===== config.mk =====
export PLATFORM = sky130hd
export DESIGN_NAME = op_div
export DESIGN_NICKNAME = d
export VERILOG_FILES = /design/src/rtl/op_div.sv
export SDC_FILE = /design/constraint.sdc
export NUM_CORES = 1
export LEC_CHECK = 0
export ABC_AREA = 1
export CORE_ASPECT_RATIO = 0.7
export CORE_UTILIZATION = 30
export CTS_BUF_LIST = sky130_fd_sc_hd__clkbuf_8
export DETAILED_ROUTE_END_ITERATION = 10
export SKIP_CTS_REPAIR_TIMING = 1
export SLEW_MARGIN = 0
export SYNTH_ARGS = -nofsm -noshare
export SYNTH_HDL_FRONTEND = slang
export SYNTH_SLANG_ARGS = --single-unit
export TNS_END_PERCENT = 30

===== constraint.sdc =====
create_clock -name clk -period 2 [get_ports clk]
set_input_delay 0.3 -clock clk [delete_from_list [all_inputs] [get_ports clk]]
set_output_delay 0.3 -clock clk [all_outputs]
set_load 0.02 [all_outputs]

===== src/rtl/op_div.sv =====
// Sequential unsigned divider: one restoring step per clock, MSB first.
// Divide-by-zero skips the iteration and reports q = all ones, rem = r.
module op_div #(
    parameter int DATA_WIDTH = 8
) (
    input  logic                  clk,
    input  logic                  rst,
    input  logic                  start,
    input  logic [DATA_WIDTH-1:0] r,
    input  logic [DATA_WIDTH-1:0] s,
    output logic                  busy,
    output logic                  done,
    output logic [DATA_WIDTH-1:0] q,
    output logic [DATA_WIDTH-1:0] rem,
    output logic                  dz
);

    localparam int CW = $clog2(DATA_WIDTH + 1);

    localparam logic [1:0] ST_IDLE = 2'd0;
    localparam logic [1:0] ST_CALC = 2'd1;
    localparam logic [1:0] ST_DONE = 2'd2;

    logic [1:0]            state_q, state_d;
    // Dividend bits shift out of the top while quotient bits shift in at the bottom.
    logic [DATA_WIDTH-1:0] dvd_q, dvd_d;
    logic [DATA_WIDTH-1:0] dvs_q, dvs_d;
    logic [DATA_WIDTH-1:0] prem_q, prem_d;
    logic [CW-1:0]         cnt_q, cnt_d;
    logic [DATA_WIDTH-1:0] q_q, q_d;
    logic [DATA_WIDTH-1:0] rem_q, rem_d;
    logic                  dz_q, dz_d;

    logic [DATA_WIDTH:0]   rem_shift;
    logic [DATA_WIDTH:0]   diff;
    logic                  borrow;
    logic [DATA_WIDTH-1:0] prem_step;
    logic [DATA_WIDTH-1:0] quo_step;

    // The shifted remainder is below 2*divisor, so the top bit of the
    // (W+1)-bit difference is exactly the borrow.
    always_comb begin
        rem_shift = {prem_q, dvd_q[DATA_WIDTH-1]};
        diff      = rem_shift - {1'b0, dvs_q};
        borrow    = diff[DATA_WIDTH];
        prem_step = borrow ? rem_shift[DATA_WIDTH-1:0] : diff[DATA_WIDTH-1:0];
        quo_step  = {dvd_q[DATA_WIDTH-2:0], ~borrow};
    end

    always_comb begin
        state_d = state_q;
        dvd_d   = dvd_q;
        dvs_d   = dvs_q;
        prem_d  = prem_q;
        cnt_d   = cnt_q;
        q_d     = q_q;
        rem_d   = rem_q;
        dz_d    = dz_q;
        case (state_q)
            ST_IDLE: begin
                if (start) begin
                    dvd_d  = r;
                    dvs_d  = s;
                    prem_d = '0;
                    cnt_d  = CW'(DATA_WIDTH);
                    if (s == '0) begin
                        state_d = ST_DONE;
                        q_d     = '1;
                        rem_d   = r;
                        dz_d    = 1'b1;
                    end else begin
                        state_d = ST_CALC;
                    end
                end
            end
            ST_CALC: begin
                dvd_d  = quo_step;
                prem_d = prem_step;
                cnt_d  = cnt_q - 1'b1;
                // Results are published on the final step so they are valid during DONE.
                if (cnt_q == CW'(1)) begin
                    state_d = ST_DONE;
                    q_d     = quo_step;
                    rem_d   = prem_step;
                    dz_d    = 1'b0;
                end
            end
            ST_DONE: begin
                state_d = ST_IDLE;
            end
            default: begin
                state_d = ST_IDLE;
            end
        endcase
    end

    always_ff @(posedge clk) begin
        if (rst) begin
            state_q <= ST_IDLE;
            dvd_q   <= '0;
            dvs_q   <= '0;
            prem_q  <= '0;
            cnt_q   <= '0;
            q_q     <= '0;
            rem_q   <= '0;
            dz_q    <= 1'b0;
        end else begin
            state_q <= state_d;
            dvd_q   <= dvd_d;
            dvs_q   <= dvs_d;
            prem_q  <= prem_d;
            cnt_q   <= cnt_d;
            q_q     <= q_d;
            rem_q   <= rem_d;
            dz_q    <= dz_d;
        end
    end

    assign busy = (state_q == ST_CALC) || (state_q == ST_DONE);
    assign done = (state_q == ST_DONE);
    assign q    = q_q;
    assign rem  = rem_q;
    assign dz   = dz_q;

endmodule

Word level (Yosys, flattened, before mapping):

Cells that the tools add are included.
Widths: inputs -> output; s select.

* output and inout port bits: 19
* register bits after elaboration: 47
* bits of input ports: 19
* logic and storage cells: 48

* reduce and logical (&&, ||, !) cells: 8
* add/sub/neg operators: 2
* equality and inequality tests: 6
* mux-type cells: 23
* bitwise gates (word level): 1

Operator list (number)
* $mux 8: 9
* $pmux 8 s2: 4
* $sub 9x8->9: 1
* $logic_not 8->1: 1
* $pmux 4 s2: 1
* $mux 2: 3
* $ne 2x2->1 const B: 3
* $reduce_and 2->1: 3
* $eq 4x1->1 const B: 1
* $mux 4: 1
* $pmux 2 s2: 1
* $reduce_and 4->1: 1
* $sub 4x1->4 const B: 1
* $mux 1: 3
* $eq 2x1->1 const B: 1
* $eq 2x2->1 const B: 1
* $logic_not 2->1: 1
* $pmux 1 s2: 1
* $reduce_bool 2->1: 1
* $logic_or 1x1->1: 1
* $not 1->1: 1

Longest topological paths before layout:

Gate-level depths: netlist of the first run.

* depth after elaboration: 4
* gate-level depth with buffers: 14
* gate-level depth less buffers: 14

Worst setup path before layout of the first run:

Ideal clock, no wire load.

* path kind: reg-to-reg
* from: register dvd_q[7]
* to: register rem_q[7], in the netlist rem[7]
* path buffers: 0
* period minus slack after synthesis: 1.733 ns
* cell stages (with the launch flop): 15
* required time: 1.891 ns
* setup time: 0.109 ns
* arrival: 1.624 ns
* path slack: 0.267 ns
* cells stage by stage: dfxtp_1 inv_1 ha_1 inv_1 fa_1 nand2_1 nand2_1 nand3_2 nand2_2 nand2_1 nand2_4 nand3_1 nand3_1 nand2_1 inv_1

* longest elaborated chain between the ends: 4

RTL lines
* from (decl): line 26 `logic [DATA_WIDTH-1:0] dvd_q, dvd_d;`
* from (signal assigned): line 109 `dvd_q <= dvd_d;`
* $sub 9x8->9: line 44 `diff = rem_shift - {1'b0, dvs_q};`
* $mux 8: line 46 `prem_step = borrow ? rem_shift[DATA_WIDTH-1:0] : diff[DATA_WIDTH-1:0];`
* $mux 8: line 81 `if (cnt_q == CW'(1)) begin`
* $pmux 8 s2: line 59 `case (state_q)`
* to (signal assigned): line 114 `rem_q <= rem_d;`
* to (decl): line 31 `logic [DATA_WIDTH-1:0] rem_q, rem_d;`

Every way passes these cells. The select of a mux whose other input is x is not followed.
A chain may end at the register's enable or synchronous reset.

Worst setup path after layout of the first run:

* from: register state_q[0]
* to: output port busy

* longest elaborated chain between the ends: 2
* elaborated cells between the ends (all ways): 3
* those cells by class: eq/ne: 2; reduce/logical: 1

RTL lines
* from (decl): line 24 `logic [1:0] state_q, state_d;`
* from (signal assigned): line 108 `state_q <= state_d;`
* $eq 2x1->1 or $eq 2x2->1 (tied branches): line 119 `assign busy = (state_q == ST_CALC) || (state_q == ST_DONE);`
* $logic_or 1x1->1 (*): line 119
* to (decl): line 11 `output logic busy,`

Every way passes the cells marked *; elsewhere a longest branch is shown, timed or not.

==> results of run 1 <==
[logic make-up (layout without fill, tap and decap cells)]
logic type	count (synthesis)	after routing	synth area share (%)
buffers and inverters	86	125	13.5
AND/OR/NAND/NOR	170	171	29.3
AO/OA/AOI/OAI	72	72	14.1
adder cells (fa/ha/maj)	14	14	6.84
XOR/XNOR	3	3	0.984
flip-flops	47	47	35.2
[worst max-delay path, delay by kind of cell, from the launching register on]
family                   cells  cell delay [ps]
adder cells (fa/ha/maj)      1              270
buffers and inverters        2              670
flip-flops                   1              360
[layout make-up]
type / instances / area, µm² / share of cell area (%)
repair buffers: 47 / 462 / 13.5
inverters: 71 / 274 / 8.02
flip-flops and latches: 47 / 942 / 27.6
well taps: 120 / 150 / 4.39
clock buffers: 5 / 68.8 / 2.01
clock inverters: 2 / 33.8 / 0.988
multi-input cells: 260 / 1490 / 43.5
[sequential cells by signal, indices dropped and copies added, names as in the netlist]
signal and cells:
dvd_q 8, cnt_q 4, q 8, dvs_q 8
dz 1, prem_q 8, state_q 2, rem 8
[layer usage]
metal	up-vias	routed length, µm	global-route usage [%]
met1	1143	3590	22.2
met4	0	19	3.12
met2	72	2820	21.8
li1	1323	-	-
met5	-	0	0
met3	2	336	2.84
[worst max path at each step]
stage / startpoint / end / slack [ps] / cells past startpoint
after floorplan: dvd_q[7] / rem[7] / 270 / 14
after global placement: s[2] / rem[4] / 120 / 9
after detailed placement: dvd_q[7] / rem[5] / 90 / 14
after CTS: dvd_q[7] / rem[5] / 70 / 14
after global routing: dvs_q[6] / rem[0] / -20 / 11
final: state_q[0] / busy / 100 / 3
[power groups by stage]
stage / registers (mW) / logic (mW) / clock network [mW]
after floorplan: 1.66 / 2.42 / 0
after global placement: 1.56 / 3.47 / 0
after detailed placement: 1.56 / 3.52 / 0
after CTS: 1.54 / 3.55 / 0.684
after global routing: 1.61 / 4.41 / 0.733
final: 1.56 / 3.98 / 0.668
[placed cells by master, fill, tap and decap left out, types with 8 or more instances in the layout]
cell and instances:
sky130_fd_sc_hd__a21oi_1 31, sky130_fd_sc_hd__buf_4 8, sky130_fd_sc_hd__clkdlybuf4s50_1 37, sky130_fd_sc_hd__dfxtp_1 46, sky130_fd_sc_hd__ha_1 12, sky130_fd_sc_hd__inv_1 68, sky130_fd_sc_hd__nand2_1 65, sky130_fd_sc_hd__nand3_1 26
sky130_fd_sc_hd__nand3_2 13, sky130_fd_sc_hd__nor2_1 39, sky130_fd_sc_hd__o21ai_0 24, sky130_fd_sc_hd__o21ai_1 10
[metrics by stage]
step	instances	utilization (%)	hold slack, ps	setup TNS, ps
finish	552	40.0	466	0
global route	552	40.0	487	-117
CTS	551	38.5	463	0
detailed placement	544	37.3	449	0
global placement	544	37.3	454	0
floorplan	392	-	427	0
==> Implementation_results.wiki, run 1 <==
{| class="wikitable"
! Metric !! Value
|-
| Relative contribution of combinational cells to total power || 64.2%
|-
| Pwr dens || 1820 nW/µm²
|-
| Clock tree from TritonCTS || built
|-
| Maximum clock frequency || 0.527 GHz
|-
| Psw || 3.03 mW
|-
| IR drop worst, VDD || 0.705 mV
|-
| Number of vias per cell after detailed routing || 4.60
|-
| Total half-perimeter wirelength after legalization and detailed placement || 4880 µm
|-
| Initial core utilization || 31.2%
|-
| Min Clock Period, post-route || 1900 ps
|-
| Largest net degree at the start of global routing || 34
|-
| Clk pwr share || 10.8%
|-
| Horizontal extent of the die || 115 µm
|-
| Most used DFF post-synth || sky130_fd_sc_hd__dfxtp_1
|-
| Count of final hold-check violations || 0
|-
| Clock root cell || sky130_fd_sc_hd__clkbuf_8
|-
| Total via count in the routed design || 2540
|-
| Startpoint kind of the worst setup timing path || register
|-
| Finished layout cell area || 3420 µm²
|-
| Area share of the largest cell type after synthesis || 35.2%
|-
| Count of flip-flops with a built-in enable after synthesis || 0
|-
| Area after DPL || 3190 µm²
|-
| Count of input and output buffers || 37
|-
| Sort of element at the end of the critical path || output pin
|-
| Total setup violations reported at the end of the flow || 0
|-
| Area of the die || 9290 µm²
|-
| Clock latency on the worst-skew pair || 290 ps
|-
| Worst Path Class, Setup || register to output pin
|-
| Overflow after GRT || 0
|-
| Register-to-register setup slack || 100 ps
|-
| Area of the mapped netlist || 2670 µm²
|-
| Endpoint, Worst Hold || dvs_q[0]
|-
| Filler Cell Count || 921
|-
| Average wire length per cell after detail routing || 12.2 µm
|-
| Core Area || 8550 µm²
|-
| Total routing usage reported by global routing || 14.8%
|-
| Cell taking the most area after synthesis || sky130_fd_sc_hd__dfxtp_1
|-
| IO Pins || 38
|-
| Number of global-route vias before repair || 2295
|-
| Maxcap violations || 0
|-
| Top cells by area in the synthesized netlist || sky130_fd_sc_hd__dfxtp_1 (35%), sky130_fd_sc_hd__inv_1 (9.7%), sky130_fd_sc_hd__nand2_1 (9.6%)
|-
| Cells after synthesis || 392
|-
| Vertical die dimension || 80.9 µm
|-
| Final period util || 95.0%
|-
| Residual antenna-violating net count after detailed routing || 0
|-
| Total internal power || 3.18 mW
|-
| Overall Power || 6.21 mW
|-
| CTS Buf Count || 5
|-
| DRC violation total after the first TritonRoute iteration || 160
|-
| Class of the tightest hold or removal check || register to register
|-
| Fraction of registers with async set or reset after synthesis || 0%
|-
| First-pass GRT wire length || 10800 µm
|-
| Leading cell types by count after synthesis || sky130_fd_sc_hd__inv_1 (69), sky130_fd_sc_hd__nand2_1 (68), sky130_fd_sc_hd__dfxtp_1 (47), sky130_fd_sc_hd__nand3_1 (39), sky130_fd_sc_hd__nor2_1 (39)
|-
| Number of sinks on the clock net || 47
|-
| Pleak || 1.60 nW
|-
| Cells on worst reg2reg path || 13
|-
| Top-count cell post-synth || sky130_fd_sc_hd__inv_1
|-
| Crit-path max cell delay || 600 ps
|-
| Mapped Nets || 425
|-
| Pre-antenna DRT Iters || 4
|-
| Portion of the post-synthesis area used by sequential elements || 35.2%
|-
| CP max FO || 3
|-
| Global placement routability congestion || 0.861
|-
| Area growth from synthesis to layout || 28.0%
|-
| Total number of yosys warnings || 0
|-
| Wire length reported by the detailed router || 6760 µm
|-
| Initial antenna violation count || 0
|-
| Syn_area_per_cell || 6.81 µm²
|-
| Hold Path Stages || 2
|-
| CP required || 1700 ps
|-
| End of the worst register-to-register path || q[0]
|-
| Minimum setup slack in the final design || 101 ps
|-
| Remaining routing DRC violations || 0
|-
| Pins over their slew limit || 0
|-
| Fraction of layout cells with a size suffix above 1 || 13.2%
|-
| Relative max-transition margin || 64.7%
|-
| Status || completed
|-
| Largest clock skew in the final design || 4.19 ps
|-
| Series of cell instances along the critical path || inv_1 -> ha_1 -> clkdlybuf4s50_1
|-
| Synth Register Bits || 47
|-
| Standard-cell rows || 28
|-
| Maximum number of buffers from clock root to sink || 2
|-
| Hold Crit Start || dvs_q[0]
|-
| Endpoint arrival time on the critical path || 1600 ps
|-
| Clock-pin slew reported for the worst setup and hold paths after clock tree synthesis || 80 ps
|-
| Switching share of power || 48.8%
|-
| Diode insertion count for antenna repair || 0
|-
| Worst slack after detailed placement || 94.9 ps
|-
| Launch point of the worst reg-to-reg path || dvd_q[7]
|-
| Slowest stage cell on the critical path || sky130_fd_sc_hd__clkdlybuf4s50_1
|-
| Layout net count || 465
|-
| Post-synthesis cell type count || 33
|-
| Worst Max-Slew Pin Slew || 529 ps
|-
| Maximum level of the CTS H-tree || 2
|-
| Part of the power in registers || 25.1%
|}
Power figures use the tool's default switching activity.
==> run 2: changes to the inputs <==
Settings changed: ABC_AREA 1 to unset, REMOVE_ABC_BUFFERS set to 1.
==> run 2 against run 1 <==
The flow now finishes with violations (design-rule violations, negative setup slack); clock skew fell by 1.5 ps; final cell count fell by 9.8%; clock power fell by 19%; hold slack got worse by 12 ps; die area fell by 6.4%; maximum frequency fell by 24%; area after synthesis fell by 6.5%; design area rose by 3.4%; core utilization rose by 4.3 points; non-clock buffer count rose by 51; first-iteration DRC count fell by 23%; synthesized cell count fell by 20%.
==> Implementation_results.wiki, run 2 <==
{| class="wikitable"
! Metric !! Value
|-
| Pwr dens || 1270 nW/µm² (-30%)
|-
| Initial antenna violation count || 0 (unchanged)
|-
| Clock tree from TritonCTS || built
|-
| Worst slack after detailed placement || -645 ps (-740 ps)
|-
| Switching share of power || 41.0% (-7.8 points)
|-
| Psw || 1.84 mW (-39%)
|-
| Fraction of registers with async set or reset after synthesis || 0% (unchanged)
|-
| Remaining routing DRC violations || 4 (+4)
|-
| Clock root cell || sky130_fd_sc_hd__clkbuf_8
|-
| DRC violation total after the first TritonRoute iteration || 123 (-23%)
|-
| Total number of yosys warnings || 0 (unchanged)
|-
| Post-synthesis cell type count || 41 (+24%)
|-
| Met2 wire length || 2960 µm (+5.2%)
|-
| Maxcap violations || 0 (unchanged)
|-
| Worst Max-Slew Pin Slew || 581 ps (+52.4 ps)
|-
| Count of buffering cells on the critical path with inverters included || 3 (+1)
|-
| Average wire length per cell after detail routing || 13.3 µm (+8.4%)
|-
| Most common library cell in the layout ignoring fill and taps || sky130_fd_sc_hd__buf_4
|-
| Total internal power || 2.64 mW (-17%)
|-
| Vertical die dimension || 78.3 µm (-3.2%)
|-
| Part of the power in registers || 29.2% (+4.1 points)
|-
| Maximum level of the CTS H-tree || 2 (unchanged)
|-
| First-pass GRT wire length || 11000 µm (+1.9%)
|-
| Pins over their slew limit || 0 (unchanged)
|-
| Final period util || 126% (+31 points)
|-
| Crit-path max cell delay || 470 ps (-130 ps)
|-
| Cell family with the largest share of critical-path delay || compound AO/OA/AOI/OAI gates
|-
| Cell taking the most area after synthesis || sky130_fd_sc_hd__dfxtp_1
|-
| Top cells by area in the synthesized netlist || sky130_fd_sc_hd__dfxtp_1 (38%), sky130_fd_sc_hd__nand2_1 (7.1%), sky130_fd_sc_hd__ha_1 (6.5%)
|-
| Startpoint kind of the worst setup timing path || register
|-
| Violations in the final reports || design-rule violations, negative setup slack
|-
| DR WL met3 || 308 µm (-8.3%)
|-
| Wire length reported by the detailed router || 6610 µm (-2.2%)
|-
| Area share of the largest cell type after synthesis || 37.7% (+2.5 points)
|-
| Pre-antenna DRT Iters || 9 (+5)
|-
| IR drop worst, VDD || 0.422 mV (-40%)
|-
| Standard-cell rows || 27 (-3.6%)
|-
| Layout net count || 431 (-7.3%)
|-
| End of the worst register-to-register path || rem[5]
|-
| Cells on worst reg2reg path || 11 (-2)
|-
| Relative max-transition margin || 60.8% (-3.8 points)
|-
| Maximum number of buffers from clock root to sink || 2 (unchanged)
|-
| Number of sinks on the clock net || 47 (unchanged)
|-
| Total setup violations reported at the end of the flow || 18 (+18)
|-
| Top library cells by usage in the layout, fill and taps aside || sky130_fd_sc_hd__buf_4 (58), sky130_fd_sc_hd__nand2_1 (47), sky130_fd_sc_hd__dfxtp_1 (46), sky130_fd_sc_hd__clkdlybuf4s50_1 (37), sky130_fd_sc_hd__nor2_1 (28)
|-
| Minimum setup slack in the final design || -515 ps (-616 ps)
|-
| Sort of element at the end of the critical path || register
|-
| Initial core utilization || 31.3% (+0.073 points)
|-
| Relative contribution of combinational cells to total power || 58.7% (-5.5 points)
|-
| Hold Crit Start || q[6]
|-
| Count of flip-flops with a built-in enable after synthesis || 0 (unchanged)
|-
| Slowest stage cell on the critical path || sky130_fd_sc_hd__or4_1
|-
| Overflow after GRT || 0 (unchanged)
|-
| Area of the die || 8690 µm² (-6.4%)
|-
| Launch point of the worst reg-to-reg path || dvd_q[7]
|-
| Syn_area_per_cell || 7.95 µm² (+17%)
|-
| Largest clock skew in the final design || 2.66 ps (-1.54 ps)
|-
| Area growth from synthesis to layout || 41.6%
|-
| Topmost layer with routed signal wires || met4
|-
| Clock latency on the worst-skew pair || 300 ps (about the same)
|-
| Area of all sequential standard cells || 942 µm² (unchanged)
|-
| Diode insertion count for antenna repair || 0 (unchanged)
|-
| Multi-input combinational cell area || 1480 µm² (-0.84%)
|-
| Endpoint, Worst Hold || q[6]
|-
| Class of the tightest hold or removal check || register to register
|-
| Cells after synthesis || 314 (-20%)
|-
| Residual antenna-violating net count after detailed routing || 0 (unchanged)
|-
| IO Pins || 38 (unchanged)
|-
| Synth Register Bits || 47 (unchanged)
|-
| Endpoint arrival time on the critical path || 2720 ps (+1120 ps)
|-
| Clk pwr share || 12.1% (+1.3 points)
|-
| Dpl cells || 488 (-10%)
|-
| Largest net degree at the start of global routing || 36 (+5.9%)
|-
| Hold Path Stages || 2 (unchanged)
|-
| Total half-perimeter wirelength after legalization and detailed placement || 4740 µm (-2.8%)
|-
| Routed metal-1 wire length || 3280 µm (-8.6%)
|-
| Fraction of layout cells with a size suffix above 1 || 20.9% (+7.7 points)
|-
| CP max FO || 5 (+2)
|-
| Pleak || 1.33 nW (-17%)
|-
| Clock-pin slew reported for the worst setup and hold paths after clock tree synthesis || 80 ps (about the same)
|-
| Area of the mapped netlist || 2500 µm² (-6.5%)
|-
| Filler Cell Count || 811 (-12%)
|-
| Global placement routability congestion || 0.803 (-6.8%)
|-
| Count of final hold-check violations || 0 (unchanged)
|-
| Total routing usage reported by global routing || 15.5% (+0.68 points)
|-
| Number of vias per cell after detailed routing || 4.99 (+8.4%)
|-
| Maximum clock frequency || 0.398 GHz (-24%)
|-
| Register-to-register setup slack || -520 ps (-620 ps)
|-
| Count of input and output buffers || 37 (unchanged)
|-
| Leading cell types by count after synthesis || sky130_fd_sc_hd__dfxtp_1 (47), sky130_fd_sc_hd__nand2_1 (47), sky130_fd_sc_hd__nor2_1 (28), sky130_fd_sc_hd__a21oi_1 (25)
|-
| CTS Buf Count || 5 (unchanged)
|-
| Worst Path Class, Setup || register to register
|-
| Total via count in the routed design || 2483 (-2.2%)
|-
| Status || complete, but fails checks
|-
| RSZ-0062 raised after global routing || yes
|-
| Horizontal extent of the die || 111 µm (-3.3%)
|-
| Series of cell instances along the critical path || inv_2 -> ha_4 -> inv_2 -> fa_2 -> a211oi_2 -> nor4b_2 -> a211oi_2 -> buf_4 -> xnor2_4 -> or4_1 -> a31o_1
|-
| Core Area || 7970 µm² (-6.7%)
|-
| Min Clock Period, post-route || 2520 ps (+616 ps)
|-
| Most used DFF post-synth || sky130_fd_sc_hd__dfxtp_1
|-
| Number of global-route vias before repair || 2401 (+4.6%)
|-
| Post-layout instance count excluding filler cells || 498 (-9.8%)
|-
| Portion of the post-synthesis area used by sequential elements || 37.7% (+2.5 points)
|-
| CP required || 2200 ps (+500 ps)
|}
==> run 2: power by group through the flow <==
stage	Clock, mW	Sequential (mW)	Combinational [mW]
2_1_floorplan	0	1.38	1.31
3_3_place_gp	0	1.32	2.37
3_5_place_dp	0	1.33	2.38
4_1_cts	0.557	1.31	2.40
5_1_grt	0.601	1.35	2.88
6_report	0.544	1.31	2.63
==> run 2: worst max path at each step <==
| stage | from | endpoint | slack, ps | depth (start not counted) |
|---|---|---|---|---|
| detailed placement | dvd_q[7] | rem[5] | -650 | 10 |
| global placement | dvd_q[7] | rem[5] | -610 | 10 |
| global route | dvd_q[7] | rem[5] | -670 | 11 |
| CTS | dvd_q[7] | rem[5] | -690 | 10 |
| floorplan | state_q[1] | prem_q[5] | -1910 | 6 |
| finish | dvd_q[7] | rem[5] | -520 | 11 |
==> run 2: layer usage <==
layer  vias up  GRT usage [%]
li1       1283              -
met1      1145           20.6
met2        48           25.8
met3         7           3.01
met4         0           4.05
met5         -              0
==> run 2: tightest hold or removal path, stage by stage (launching register included) <==
cell,delay (ps)
sky130_fd_sc_hd__dfxtp_1,310
sky130_fd_sc_hd__nand2_1,50
sky130_fd_sc_hd__a21oi_1,50
==> run 2: cell families (layout without fill, tap and decap cells) <==
family | count (synthesis) | in the layout | synth area share (%)
AO/OA/AOI/OAI | 83 | 83 | 21.2
adder cells (fa/ha/maj) | 14 | 14 | 7.32
AND/OR/NAND/NOR | 117 | 117 | 21.7
multiplexers | 10 | 10 | 4.11
buffers and inverters | 37 | 120 | 5.91
XOR/XNOR | 6 | 6 | 2.11
flip-flops | 47 | 47 | 37.7
==> run 2: through the flow <==
stage / total power, mW / instance area (µm²) / setup TNS (ps) / hold slack, ps / utilization [%]
after floorplan: 2.68 / 2410 / -44410 / 369 / -
after global placement: 3.69 / 3360 / -9690 / 444 / 42.2
after detailed placement: 3.71 / 3360 / -10240 / 442 / 42.2
after CTS: 4.26 / 3430 / -9630 / 462 / 43.1
after global routing: 4.82 / 3530 / -10370 / 475 / 44.3
final: 4.48 / 3530 / -7230 / 454 / 44.3
==> run 2: cell type report <==
cell class	count	share of cell area [%]
flip-flops and latches	47	26.7
clock buffers	5	1.95
multi-input cells	230	41.7
repair buffers	98	24.3
inverters	16	1.70
well taps	101	3.58
clock inverters	1	0.106
